`src/rtl/mcp4911_pkg.sv`:
```
// Shared types and constants for the MCP4911 DAC SPI driver.
// Holds the transaction state enum, frame/data widths, the positions of the
// configuration bits inside the 16-bit DAC command word, and a frame builder.
package mcp4911_pkg;

    localparam int unsigned FRAME_W = 16;
    localparam int unsigned DATA_W  = 10;
    localparam int unsigned CNT_W   = 8;
    localparam int unsigned BIT_W   = 5;

    // Configuration bit positions in the command word
    localparam int unsigned BIT_ZERO   = 15;
    localparam int unsigned BIT_BUF    = 14;
    localparam int unsigned BIT_GA_N   = 13;
    localparam int unsigned BIT_SHDN_N = 12;

    typedef enum logic [2:0] {
        ST_IDLE,
        ST_CS_SETUP,
        ST_SHIFT,
        ST_CS_HOLD,
        ST_LDAC,
        ST_GAP
    } state_t;

    // {0, BUF, GA_N, SHDN_N, d[9:0], 00}
    function automatic logic [FRAME_W-1:0] build_frame(
        input logic              vref_buf,
        input logic              gain_n,
        input logic              shdn_n,
        input logic [DATA_W-1:0] d
    );
        logic [FRAME_W-1:0] f;
        f              = '0;
        f[BIT_ZERO]    = 1'b0;
        f[BIT_BUF]     = vref_buf;
        f[BIT_GA_N]    = gain_n;
        f[BIT_SHDN_N]  = shdn_n;
        f[DATA_W+1:2]  = d;
        return f;
    endfunction

endpackage

```
`src/rtl/mcp4911_spi_sample_edge_sync.sv`:
```
// sample_edge_sync: 2-flop synchronizer plus rising-edge strobe.
// Ports: clk, reset (sync, active high), async_in (foreign-domain level),
//        strobe_c (one-cycle combinational strobe, 2 edges after the pin rises,
//        so the consumer acts on the 3rd edge).
// A level already high when reset releases never strobes: the detector only
// arms after it has seen a genuine synchronized low.
module sample_edge_sync (
    input  logic clk,
    input  logic reset,
    input  logic async_in,
    output logic strobe_c
);

    logic sync_1;
    logic sync_2;
    logic sync_prev;
    logic fill_1;
    logic fill_2;
    logic armed;

    // Synchronizer, edge history and arming
    always_ff @(posedge clk) begin
        if (reset) begin
            sync_1    <= 1'b0;
            sync_2    <= 1'b0;
            sync_prev <= 1'b0;
            fill_1    <= 1'b0;
            fill_2    <= 1'b0;
            armed     <= 1'b0;
        end else begin
            sync_1    <= async_in;
            sync_2    <= sync_1;
            sync_prev <= sync_2;
            // fill_2 marks sync_2 as holding a real sample, not the reset zero
            fill_1    <= 1'b1;
            fill_2    <= fill_1;
            if (fill_2 && !sync_2) begin
                armed <= 1'b1;
            end
        end
    end

    assign strobe_c = armed & sync_2 & ~sync_prev;

endmodule

```
`src/rtl/mcp4911_spi.sv`:
```
// mcp4911_spi: pushes LFO samples to an MCP4911 10-bit DAC over SPI mode 0.
// Ports: clk, reset (sync, active high), sample_clk (LFO-domain sample clock),
//        d_in[9:0] (sample), cs_n, sck, sdi, ldac_n (DAC pins),
//        busy (not idle), overrun (request dropped while a slot was pending).
// One request may wait in a single pending slot while a frame is in flight;
// a further request overwrites it and pulses overrun.
module mcp4911_spi
    import mcp4911_pkg::*;
#(
    parameter int unsigned CLK_DIV     = 1,
    parameter int unsigned LDAC_CYCLES = 3,
    parameter bit          BUF         = 1'b0,
    parameter bit          GA_N        = 1'b1,
    parameter bit          SHDN_N      = 1'b1
) (
    input  logic              clk,
    input  logic              reset,
    input  logic              sample_clk,
    input  logic [DATA_W-1:0] d_in,
    output logic              cs_n,
    output logic              sck,
    output logic              sdi,
    output logic              ldac_n,
    output logic              busy,
    output logic              overrun
);

    localparam logic [CNT_W-1:0] DIV_LAST  = CNT_W'(CLK_DIV - 1);
    localparam logic [CNT_W-1:0] LDAC_LAST = CNT_W'(LDAC_CYCLES - 1);
    localparam logic [BIT_W-1:0] BIT_LAST  = BIT_W'(FRAME_W - 1);

    state_t              state;
    logic [CNT_W-1:0]    cnt;
    logic [BIT_W-1:0]    bit_cnt;
    logic [FRAME_W-1:0]  shreg;
    logic                pending;
    logic [DATA_W-1:0]   pend_data;

    logic                strobe_c;
    logic                start_c;
    logic [DATA_W-1:0]   start_data_c;
    logic [FRAME_W-1:0]  frame_c;
    logic                take_strobe_c;

    sample_edge_sync u_sync (
        .clk      (clk),
        .reset    (reset),
        .async_in (sample_clk),
        .strobe_c (strobe_c)
    );

    // Frame start decision: pending data has priority over a fresh strobe
    always_comb begin
        start_c      = 1'b0;
        start_data_c = d_in;
        if (state == ST_IDLE) begin
            if (pending) begin
                start_c      = 1'b1;
                start_data_c = pend_data;
            end else if (strobe_c) begin
                start_c = 1'b1;
            end
        end else if (state == ST_GAP && pending) begin
            start_c      = 1'b1;
            start_data_c = pend_data;
        end
        frame_c       = build_frame(BUF, GA_N, SHDN_N, start_data_c);
        // Any strobe not consumed directly by an idle start lands in the slot
        take_strobe_c = strobe_c && !(state == ST_IDLE && !pending);
    end

    // Transaction FSM, pending slot and registered pin drivers
    always_ff @(posedge clk) begin
        if (reset) begin
            state     <= ST_IDLE;
            cs_n      <= 1'b1;
            sck       <= 1'b0;
            sdi       <= 1'b0;
            ldac_n    <= 1'b1;
            busy      <= 1'b0;
            overrun   <= 1'b0;
            pending   <= 1'b0;
            pend_data <= '0;
            cnt       <= '0;
            bit_cnt   <= '0;
            shreg     <= '0;
        end else begin
            overrun <= 1'b0;

            if (take_strobe_c) begin
                pending   <= 1'b1;
                pend_data <= d_in;
                overrun   <= pending;
            end else if (start_c && pending) begin
                pending <= 1'b0;
            end

            if (start_c) begin
                state  <= ST_CS_SETUP;
                cs_n   <= 1'b0;
                sck    <= 1'b0;
                ldac_n <= 1'b1;
                busy   <= 1'b1;
                cnt    <= '0;
                shreg  <= frame_c;
                sdi    <= frame_c[FRAME_W-1];
            end else begin
                case (state)
                    ST_IDLE: begin
                        busy <= 1'b0;
                    end
                    ST_CS_SETUP: begin
                        if (cnt == DIV_LAST) begin
                            cnt     <= '0;
                            bit_cnt <= '0;
                            state   <= ST_SHIFT;
                        end else begin
                            cnt <= cnt + CNT_W'(1);
                        end
                    end
                    ST_SHIFT: begin
                        if (cnt != DIV_LAST) begin
                            cnt <= cnt + CNT_W'(1);
                        end else begin
                            cnt <= '0;
                            if (!sck) begin
                                sck <= 1'b1;
                            end else begin
                                // Falling edge: the only point where sdi moves
                                sck <= 1'b0;
                                if (bit_cnt == BIT_LAST) begin
                                    state <= ST_CS_HOLD;
                                end else begin
                                    bit_cnt <= bit_cnt + BIT_W'(1);
                                    shreg   <= {shreg[FRAME_W-2:0], 1'b0};
                                    sdi     <= shreg[FRAME_W-2];
                                end
                            end
                        end
                    end
                    ST_CS_HOLD: begin
                        if (cnt == DIV_LAST) begin
                            cnt    <= '0;
                            cs_n   <= 1'b1;
                            sdi    <= 1'b0;
                            ldac_n <= 1'b0;
                            state  <= ST_LDAC;
                        end else begin
                            cnt <= cnt + CNT_W'(1);
                        end
                    end
                    ST_LDAC: begin
                        if (cnt == LDAC_LAST) begin
                            cnt    <= '0;
                            ldac_n <= 1'b1;
                            state  <= ST_GAP;
                        end else begin
                            cnt <= cnt + CNT_W'(1);
                        end
                    end
                    ST_GAP: begin
                        state <= ST_IDLE;
                        busy  <= 1'b0;
                    end
                    default: begin
                        state <= ST_IDLE;
                    end
                endcase
            end
        end
    end

endmodule

```
`config.mk`:
```
export PLATFORM = sky130hd
export DESIGN_NAME = mcp4911_spi
export DESIGN_NICKNAME = d
export VERILOG_FILES = /design/src/rtl/mcp4911_pkg.sv /design/src/rtl/mcp4911_spi_sample_edge_sync.sv /design/src/rtl/mcp4911_spi.sv
export SDC_FILE = /design/constraint.sdc
export NUM_CORES = 1
export LEC_CHECK = 0
export CAP_MARGIN = 0
export CORE_MARGIN = 1.5
export CORE_UTILIZATION = 50
export DETAILED_ROUTE_END_ITERATION = 7
export GPL_TIMING_DRIVEN = 0
export HOLD_SLACK_MARGIN = 0.05
export PLACE_DENSITY_LB_ADDON = 0.12
export SLEW_MARGIN = 10
export SYNTH_ARGS = -nofsm -noshare
export SYNTH_HDL_FRONTEND = slang
export SYNTH_HIERARCHICAL = 1
export SYNTH_SLANG_ARGS = --single-unit
```
`constraint.sdc`:
```
create_clock -name clk -period 2.6 [get_ports clk]
set_clock_uncertainty 0.15 [all_clocks]
set_input_delay 0.52 -clock clk [delete_from_list [all_inputs] [get_ports clk]]
set_output_delay 0.52 -clock clk [all_outputs]
set_load 0.01 [all_outputs]
```
== Yosys cells after proc, flatten, opt, wreduce, memory -nomap -nowiden ==
Index checks and enable logic that the tools add are counted.
Storage, ports and cells
  register bits: 52
  input port bits: 13
  output and inout bits: 6
  word-level logic and storage cells: 132
Cells by class
  add/subtract/negate cells: 2
  eq/ne operators: 23
  mux-type cells: 45
  bitwise logic cells: 8
  reductions and logical operators: 34
Operators by type and width (number)
  $mux 14: 5
  $mux 10: 3
  $mux 8: 3
  $pmux 8 s3: 1
  $mux 5: 4
  $ne 2x2->1 const B: 10
  $mux 1: 19
  $mux 3: 6
  $ne 3x3->1 const B: 6
  $reduce_bool 2->1: 9
  $pmux 3 s5: 1
  $reduce_and 7->1: 2
  $pmux 5 s2: 1
  $add 8x1->8 const B: 1
  $eq 8x2->1 const B: 1
  $logic_not 8->1: 1
  $reduce_and 4->1: 2
  $reduce_bool 8->1: 1
  $reduce_or 2->1: 4
  $eq 3x2->1 const B: 2
  $eq 3x3->1 const B: 2
  $not 1->1: 6
  $reduce_and 6->1: 1
  $add 5x1->5 const B: 1
  11 further kinds: 20

== Depth between registers and ports, before layout ==
Gate-level depths: netlist (run 1).
  depth in word-level cells: 8
  depth in mapped cells: 8
  gate-level depth less buffers: 8

== Cells and area by module ==
The synthesis (run 1) kept the hierarchy.
By module, submodules not included
  mcp4911_spi: instances 1, cells each 273, area each 2301.0 µm², seq. area each 920.9 µm²
  sample_edge_sync: instances 1, cells each 15, area each 180.2 µm², seq. area each 120.1 µm²

== Worst setup path before layout (run 1) ==
OpenSTA, ideal clock, no wires.
  path kind: register to register
  start point: register bit_cnt[0]
  end point: register bit_cnt[1]
  library setup time: 70 ps
  arrival time: 2113 ps
  required time: 2380 ps
  setup slack: 266 ps
  cell stages (with the launch flop): 8
  buffers on the path: 0
  period minus slack after synthesis: 2334 ps
  path through: dfxtp_1 > ha_1 > and3_1 > ha_1 > or4_1 > o41a_1 > or4b_1 > a21oi_1
On the way
  cells in the longest elaborated chain, start to end: 5
  elaborated cells on any way between the ends: 8
  those cells by class: add/sub (1); eq/ne (2); mux (4); reduce/logical (1)
Ends and longest elaborated chain
  start: declaration: line mcp4911_spi.sv:34  | logic [BIT_W-1:0] bit_cnt;
  start signal: assignment: line mcp4911_spi.sv:134  | bit_cnt <= bit_cnt + BIT_W'(1);
  $add 5x1->5: line mcp4911_spi.sv:134
  $mux 5: line mcp4911_spi.sv:131  | if (bit_cnt == BIT_LAST) begin
  $mux 5: line mcp4911_spi.sv:126  | if (!sck) begin
  $mux 5: line mcp4911_spi.sv:122  | if (cnt != DIV_LAST) begin
  $pmux 5 s2: line mcp4911_spi.sv:108  | case (state)
Several ways; a longest one is shown, not always the timed one. The select of a mux whose other input is x is not followed.
A chain may end at the register's enable or synchronous reset.

== Final worst setup path (run 1) ==
Ends and elaborated chain as after synthesis.

==> results of run 1 <==
[report_power, final]
part           switching, mW  total (mW)  internal [mW]
Sequential           0.00449       0.810          0.805
Combinational         0.0393      0.0767         0.0374
Clock                  0.261       0.478          0.217
Total                  0.305        1.36           1.06
[placed cells by master (no fill, tap or decap), types with 2 or more instances in the layout]
master / instances
nor3_1: 2
a21boi_0: 5
a31oi_1: 3
and3_1: 4
or2_2: 2
xnor2_1: 4
nand4_1: 7
nand2_1: 41
buf_1: 2
nand3_1: 7
xor2_1: 6
o221a_2: 3
clkbuf_1: 14
a21oi_1: 29
o41a_1: 2
mux2i_1: 16
mux2_2: 2
ha_1: 4
nor2b_1: 5
nor3b_1: 2
dfxtp_1: 52
or4_1: 4
and2b_2: 4
clkdlybuf4s50_1: 18
a211oi_1: 4
inv_1: 8
o21ai_0: 13
clkbuf_8: 6
nor2_1: 23
buf_4: 3
[timing repair]
item | CTS | global route
hold buffers | 0 | 0
endpoints found under the setup margin | 0 | 20
gates resized for setup | 0 | 3
setup buffers | 0 | 3
[worst min-delay path: stages, from the launching register on]
cell and delay, ns:
dfxtp_1 0.32, nand2_1 0.05, a21oi_1 0.05
[state kept, by name, summed over array words and instances, names as in the netlist, 3 cells and up]
| name | flops |
|---|---|
| bit_cnt | 5 |
| cnt | 8 |
| pend_data | 10 |
| shreg | 13 |
| state | 3 |
[path summary, 6_finish.rpt]
kind,slack [ns],startpoint,end,cells past startpoint
min,0.31,pend_data[1]$_SDFFE_PP0P_,pend_data[1]$_SDFFE_PP0P_,2
min reg2reg,0.31,pend_data[1]$_SDFFE_PP0P_,pend_data[1]$_SDFFE_PP0P_,2
max reg2reg,0.11,bit_cnt[0]$_SDFFE_PP0P_,bit_cnt[1]$_SDFFE_PP0P_,7
max,0.11,bit_cnt[0]$_SDFFE_PP0P_,bit_cnt[1]$_SDFFE_PP0P_,7
[cell families after synthesis]
group / count (synthesis) / share of synthesized area
buffers and inverters: 23 / 0.0348
AND/OR/NAND/NOR: 110 / 0.229
adder cells (fa/ha/maj): 5 / 0.0252
XOR/XNOR: 10 / 0.0353
multiplexers: 18 / 0.0736
AO/OA/AOI/OAI: 70 / 0.182
flip-flops: 52 / 0.420
[final cells by class]
cell class	count	share of cell area
clock buffers	7	0.0301
repair buffers	21	0.0706
plain buffers	15	0.0196
inverters	8	0.0105
flip-flops and latches	52	0.363
well taps	67	0.0292
clock inverters	1	0.00261
multi-input cells	213	0.475
[metrics by stage]
stage	setup slack (ns)	cell area (µm²)	cells
after CTS	0.0420	2840	381
after global placement	0.0787	2750	373
after floorplan	0.266	2480	288
final	0.109	2870	384
after global routing	-0.0185	2870	384
after detailed placement	0.0722	2750	373
[layer usage]
metal / wire (µm) / share of wire / vias up
met4: 68 / 0.013 / 0
met5: 0 / 0 / -
li1: - / - / 1083
met3: 196 / 0.037 / 4
met2: 2330 / 0.44 / 40
met1: 2660 / 0.51 / 979
==> flow_metrics.tcl, run 1 <==
set metrics [dict create \
    status "finished clean" \
    vias 2106 \
    required_ns 2.68 \
    setup_violations 0 \
    port_buffers 18 \
    critPathArrivalTime_ns 2.57 \
    synthCells 288 \
    fmax_ghz 0.401 \
    multi_input_area_um2 1360 \
    cap_violations 0 \
    dieWidth_um 73.4 \
    min_period_ns 2.49 \
    hpwl_um 3660 \
    syn-cell-area_um2 2480 \
    synth-seq-area-share 0.420 \
    cts_max_path_buffers 2 \
    seq_area_um2 1040 \
    area_delta_synth_final_pct 15.7 \
    diodes 0 \
    avgSynthCellArea_um2 8.62 \
    ys.flop_type "dfxtp_1" \
    cp_cell_sequence "ha_1 -> and3_1 -> ha_1 -> or4_4 -> o41a_1 -> or4b_1 -> a21oi_1" \
    grt_overflow_total 0 \
    fillers 466 \
    grt_pass1_vias 1812 \
    grt_max_degree 16 \
    synth_warnings 6 \
    cp_max_fo 7 \
    crit_family "simple AND/OR/NAND/NOR gates" \
    use_met1 0.290 \
    routed_via_density 5.48 \
    busiest_layer "met2" \
    cp-start-kind "flip-flop" \
    cts_tree "built" \
    netlist.area_leader.share 0.420 \
    cts.sinks 52 \
    drtIter0Drc 126 \
    slowest_stage "or4b_1" \
    fin_hold_ws_ns 0.308 \
    yosysTopAreaCell "dfxtp_1" \
    track_usage 0.208 \
    relSlewSlack 0.338 \
    slew_viol_final 0 \
    core-area_um2 4750 \
    tightest_slew_ns 0.982 \
    async_reset_ff_frac 0 \
    tns_ns 0 \
    firstDrtPassIters 4 \
    crit_buf_inv 0 \
    ys_top_cells_by_count "52 x dfxtp_1, 41 x nand2_1, 29 x a21oi_1, 23 x nor2_1, 16 x mux2i_1" \
    synth-seq-cells 52 \
    critPathKind "flip-flop to flip-flop" \
    gp_congestion 0.830 \
    total_power_mw 1.36 \
    slowest_delay_ns 0.55 \
    clkSlewWorstSetupHoldPaths_ns 0.09 \
    ant_nets 0 \
    powerDensity_nw_per_um2 475 \
    synth_edf_count 0 \
    grtUsageMet2 0.320 \
    layout-drive-gt1-share 0.0852 \
    initial_core_util 0.522 \
    end_kind "flip-flop" \
    cp_common_cell "ha_1" \
    hold_viol_final 0 \
    dieArea_um2 5390 \
    die_y_um 73.4 \
    hold_path.class "flip-flop to flip-flop" \
    fin_crit_sh 0.958 \
    antenna_found_initial 0 \
    synth.most_common_cell "dfxtp_1" \
    grt_first_pass_wirelength_um 8630 \
    rows 25 \
    yosys-top-cells-area "dfxtp_1 42%, mux2i_1 6.5%, nand2_1 6.2%, a21oi_1 5.8%, nor2_1 3.5%" \
    synth.distinct_cells 46 \
    post-route-util 0.604 \
    grt_util_met3 0.0412 \
    clk_latency_ns 0.31 \
    ir_drop_uv 298 \
    clock-root-buffer "clkbuf_8" \
    drc_errors 0 \
    cts_inserted_buffers 5 \
    io_pins 19 \
    wl_um 5250 \
    syn_nets 306 \
    leakagePower_nw 1.14 \
    nets 334 \
    wl_per_cell_um 13.7 \
    htreeDepth 2 \
]
(Power assumes the default switching activity.)
==> run 2: changes to the inputs <==
--- a/config.mk
+++ b/config.mk
@@ -5,9 +5,9 @@
 export SDC_FILE = /design/constraint.sdc
 export NUM_CORES = 1
 export LEC_CHECK = 0
-export CAP_MARGIN = 0
 export CORE_MARGIN = 1.5
 export CORE_UTILIZATION = 50
+export CTS_CLUSTER_DIAMETER = 150
 export DETAILED_ROUTE_END_ITERATION = 7
 export GPL_TIMING_DRIVEN = 0
 export HOLD_SLACK_MARGIN = 0.05
==> results of run 2 <==
No change in the layout: final DEF, timing and power equal those of run 1.
==> run 3: changes to the inputs <==
--- a/config.mk
+++ b/config.mk
@@ -11,9 +11,9 @@
 export DETAILED_ROUTE_END_ITERATION = 7
 export GPL_TIMING_DRIVEN = 0
 export HOLD_SLACK_MARGIN = 0.05
+export MAX_ROUTING_LAYER = met4
 export PLACE_DENSITY_LB_ADDON = 0.12
 export SLEW_MARGIN = 10
 export SYNTH_ARGS = -nofsm -noshare
 export SYNTH_HDL_FRONTEND = slang
-export SYNTH_HIERARCHICAL = 1
 export SYNTH_SLANG_ARGS = --single-unit
==> flow_metrics.tcl, run 3 <==
set metrics [dict create \
    fin_crit_sh 0.936 \
    layout-drive-gt1-share 0.0936 \
    reg2reg_slack_ns 0.17 \
    synth_edf_count 0 \
    critPathArrivalTime_ns 2.52 \
    syn_nets 291 \
    critPathKind "flip-flop to flip-flop" \
    wl_um 5550 \
    synth_warnings 0 \
    grt_max_degree 16 \
    cp_cell_sequence "ha_1 -> and3_1 -> ha_1 -> nor4bb_1 -> o211ai_2 -> or4_1 -> a21oi_1" \
    antenna_found_initial 0 \
    holdPathStages 1 \
    clkSlewWorstSetupHoldPaths_ns 0.09 \
    cp_common_cell "ha_1" \
    firstDrtPassIters 4 \
    synth-seq-cells 52 \
    hold_path.class "flip-flop to flip-flop" \
    async_reset_ff_frac 0 \
    seq_area_um2 1040 \
    dr_wl_met2_um 2440 \
    ant_nets 0 \
    grt_overflow_total 0 \
    hold_start "u_sync.sync_1$_SDFF_PP0_" \
    post-route-util 0.594 \
    yosysTopAreaCell "dfxtp_1" \
    ys.flop_type "dfxtp_1" \
    layout_setup_ws_ns 0.167 \
    ys_top_cells_by_count "52 x dfxtp_1, 29 x nor2_1, 24 x nand3_1, 17 x mux2i_1, 15 x a21oi_1" \
    cap_violations 0 \
    netlist.area_leader.share 0.420 \
    postCtsSetupRepairBufs 0 \
    drc_errors 0 \
    drtIter0Drc 138 \
    post-place-ws_ns 0.206 \
    cts.sinks 52 \
    wl_met1_um 2830 \
    yosys-top-cells-area "dfxtp_1 42%, mux2i_1 6.9%, nand3_1 4.9%, nor2_1 4.4%, a21oi_1 3.0%" \
    wl_per_cell_um 15.2 \
    routed_via_density 5.65 \
    setup_violations 0 \
    synthCells 273 \
    io_pins 19 \
    top_layer "met4" \
    grt_first_pass_wirelength_um 9090 \
    gp_congestion 0.837 \
    htreeDepth 2 \
    die_y_um 73.4 \
    wl_met3_um 207 \
    rows 25 \
    dieArea_um2 5380 \
    track_usage 0.225 \
    core-area_um2 4750 \
    powerDensity_nw_per_um2 475 \
    final_cell_count_no_fill 366 \
    layout_common_cells "52 x dfxtp_1, 29 x nor2_1, 24 x nand3_1, 18 x clkdlybuf4s50_1, 17 x mux2i_1" \
    dieWidth_um 73.4 \
    rsz0062_at_grt "no" \
    slew_viol_final 0 \
    placed_area_um2 2740 \
    tns_ns 0 \
    port_buffers 18 \
    total_power_mw 1.34 \
    vias 2069 \
    hold_end "u_sync.sync_2$_SDFF_PP0_" \
    fin_hold_ws_ns 0.303 \
    syn-cell-area_um2 2480 \
    top_register "shreg" \
    clk_latency_ns 0.31 \
    grt_pass1_vias 1892 \
    cts_tree "built" \
    place_inst 358 \
    fillers 441 \
    worstReg2RegEnd "bit_cnt[3]$_SDFFE_PP0P_" \
    multi_input_area_um2 1330 \
    nets 316 \
    slowest_stage "or4_1" \
    avgSynthCellArea_um2 9.07 \
    ir_drop_uv 372 \
    hpwl_um 3910 \
    cts-resized-gates 0 \
    r2r_start "bit_cnt[0]$_SDFFE_PP0P_" \
    slowest_delay_ns 0.52 \
    largestRegisters "shreg x13, pend_data x10, cnt x8" \
    hold_viol_final 0 \
    end_kind "flip-flop" \
    leakagePower_nw 1.04 \
    synth.distinct_cells 52 \
    fmax_ghz 0.411 \
    initial_core_util 0.521 \
    finalInstanceArea_um2 2830 \
    cp_max_fo 9 \
    layout_commonest_cell "dfxtp_1" \
    cts_max_path_buffers 2 \
    required_ns 2.69 \
    reg2regPathDepth 7 \
    hold_buffers 0 \
    synth-seq-area-share 0.420 \
    cts_inserted_buffers 5 \
    synth.most_common_cell "dfxtp_1" \
    min_period_ns 2.43 \
    relSlewSlack 0.550 \
    largest_reg_flops 13 \
    status "finished clean" \
    cp-start-kind "flip-flop" \
    clock-root-buffer "clkbuf_8" \
    diodes 0 \
    tightest_slew_ns 0.674 \
    area_delta_synth_final_pct 14.1 \
]
run 3: cell types whose count changed after synthesis, sizes merged, moves of 4 or more:
cell,before,now
and2,0,4
nor2,23,29
buf,2,8
a21boi,5,0
a32o,0,5
o22a,0,4
a21oi,29,15
nand2,41,11
and2b,4,0
or4,5,1
nand3,7,24
inv,8,12
o21ai,14,7
clkbuf,13,4
run 3: cells by family after synthesis:
group	Yosys count	share of synthesized area
multiplexers	17	0.0687
XOR/XNOR	10	0.0354
AND/OR/NAND/NOR	113	0.262
buffers and inverters	25	0.0409
AO/OA/AOI/OAI	51	0.147
adder cells (fa/ha/maj)	5	0.0253
flip-flops	52	0.420
run 3: worst max-delay path by stage:
stage                                  startpoint                 endpoint  slack, ns
after detailed placement  bit_cnt[0]$_SDFFE_PP0P_  bit_cnt[3]$_SDFFE_PP0P_       0.21
after floorplan           bit_cnt[0]$_SDFFE_PP0P_  bit_cnt[3]$_SDFFE_PP0P_       0.39
after global placement                      reset       overrun$_SDFF_PP0_       0.23
after CTS                 bit_cnt[0]$_SDFFE_PP0P_  bit_cnt[3]$_SDFFE_PP0P_       0.18
final                     bit_cnt[0]$_SDFFE_PP0P_  bit_cnt[3]$_SDFFE_PP0P_       0.17
after global routing      bit_cnt[0]$_SDFFE_PP0P_  bit_cnt[3]$_SDFFE_PP0P_       0.07
run 3: area by class of cell:
type / count / area share
well taps: 67 / 0.0297
clock buffers: 7 / 0.0270
inverters: 13 / 0.0173
multi-input cells: 196 / 0.472
repair buffers: 18 / 0.0638
plain buffers: 12 / 0.0186
clock inverters: 1 / 0.00310
flip-flops and latches: 52 / 0.368
run 3: power breakdown:
| group | internal [mW] | leakage (nW) | total, mW | switching (mW) |
|---|---|---|---|---|
| sequential | 0.803 | 0.420 | 0.807 | 0.00392 |
| clock | 0.193 | 0.0424 | 0.465 | 0.272 |
| combinational | 0.0321 | 0.573 | 0.0710 | 0.0389 |
| total | 1.03 | 1.04 | 1.34 | 0.315 |
run 3: layer usage:
metal,vias to the layer above,global-route usage
met3,8,0.0453
met1,968,0.313
met2,50,0.325
met5,-,-
met4,0,0.0802
li1,1043,-
run 3: critical path: cells and delay by family, from the launching register on:
kind            cells  cell delay, ns
compound gates      2            0.38
fa+ha+maj           2            0.45
simple gates        3            1.05
flops               1            0.35
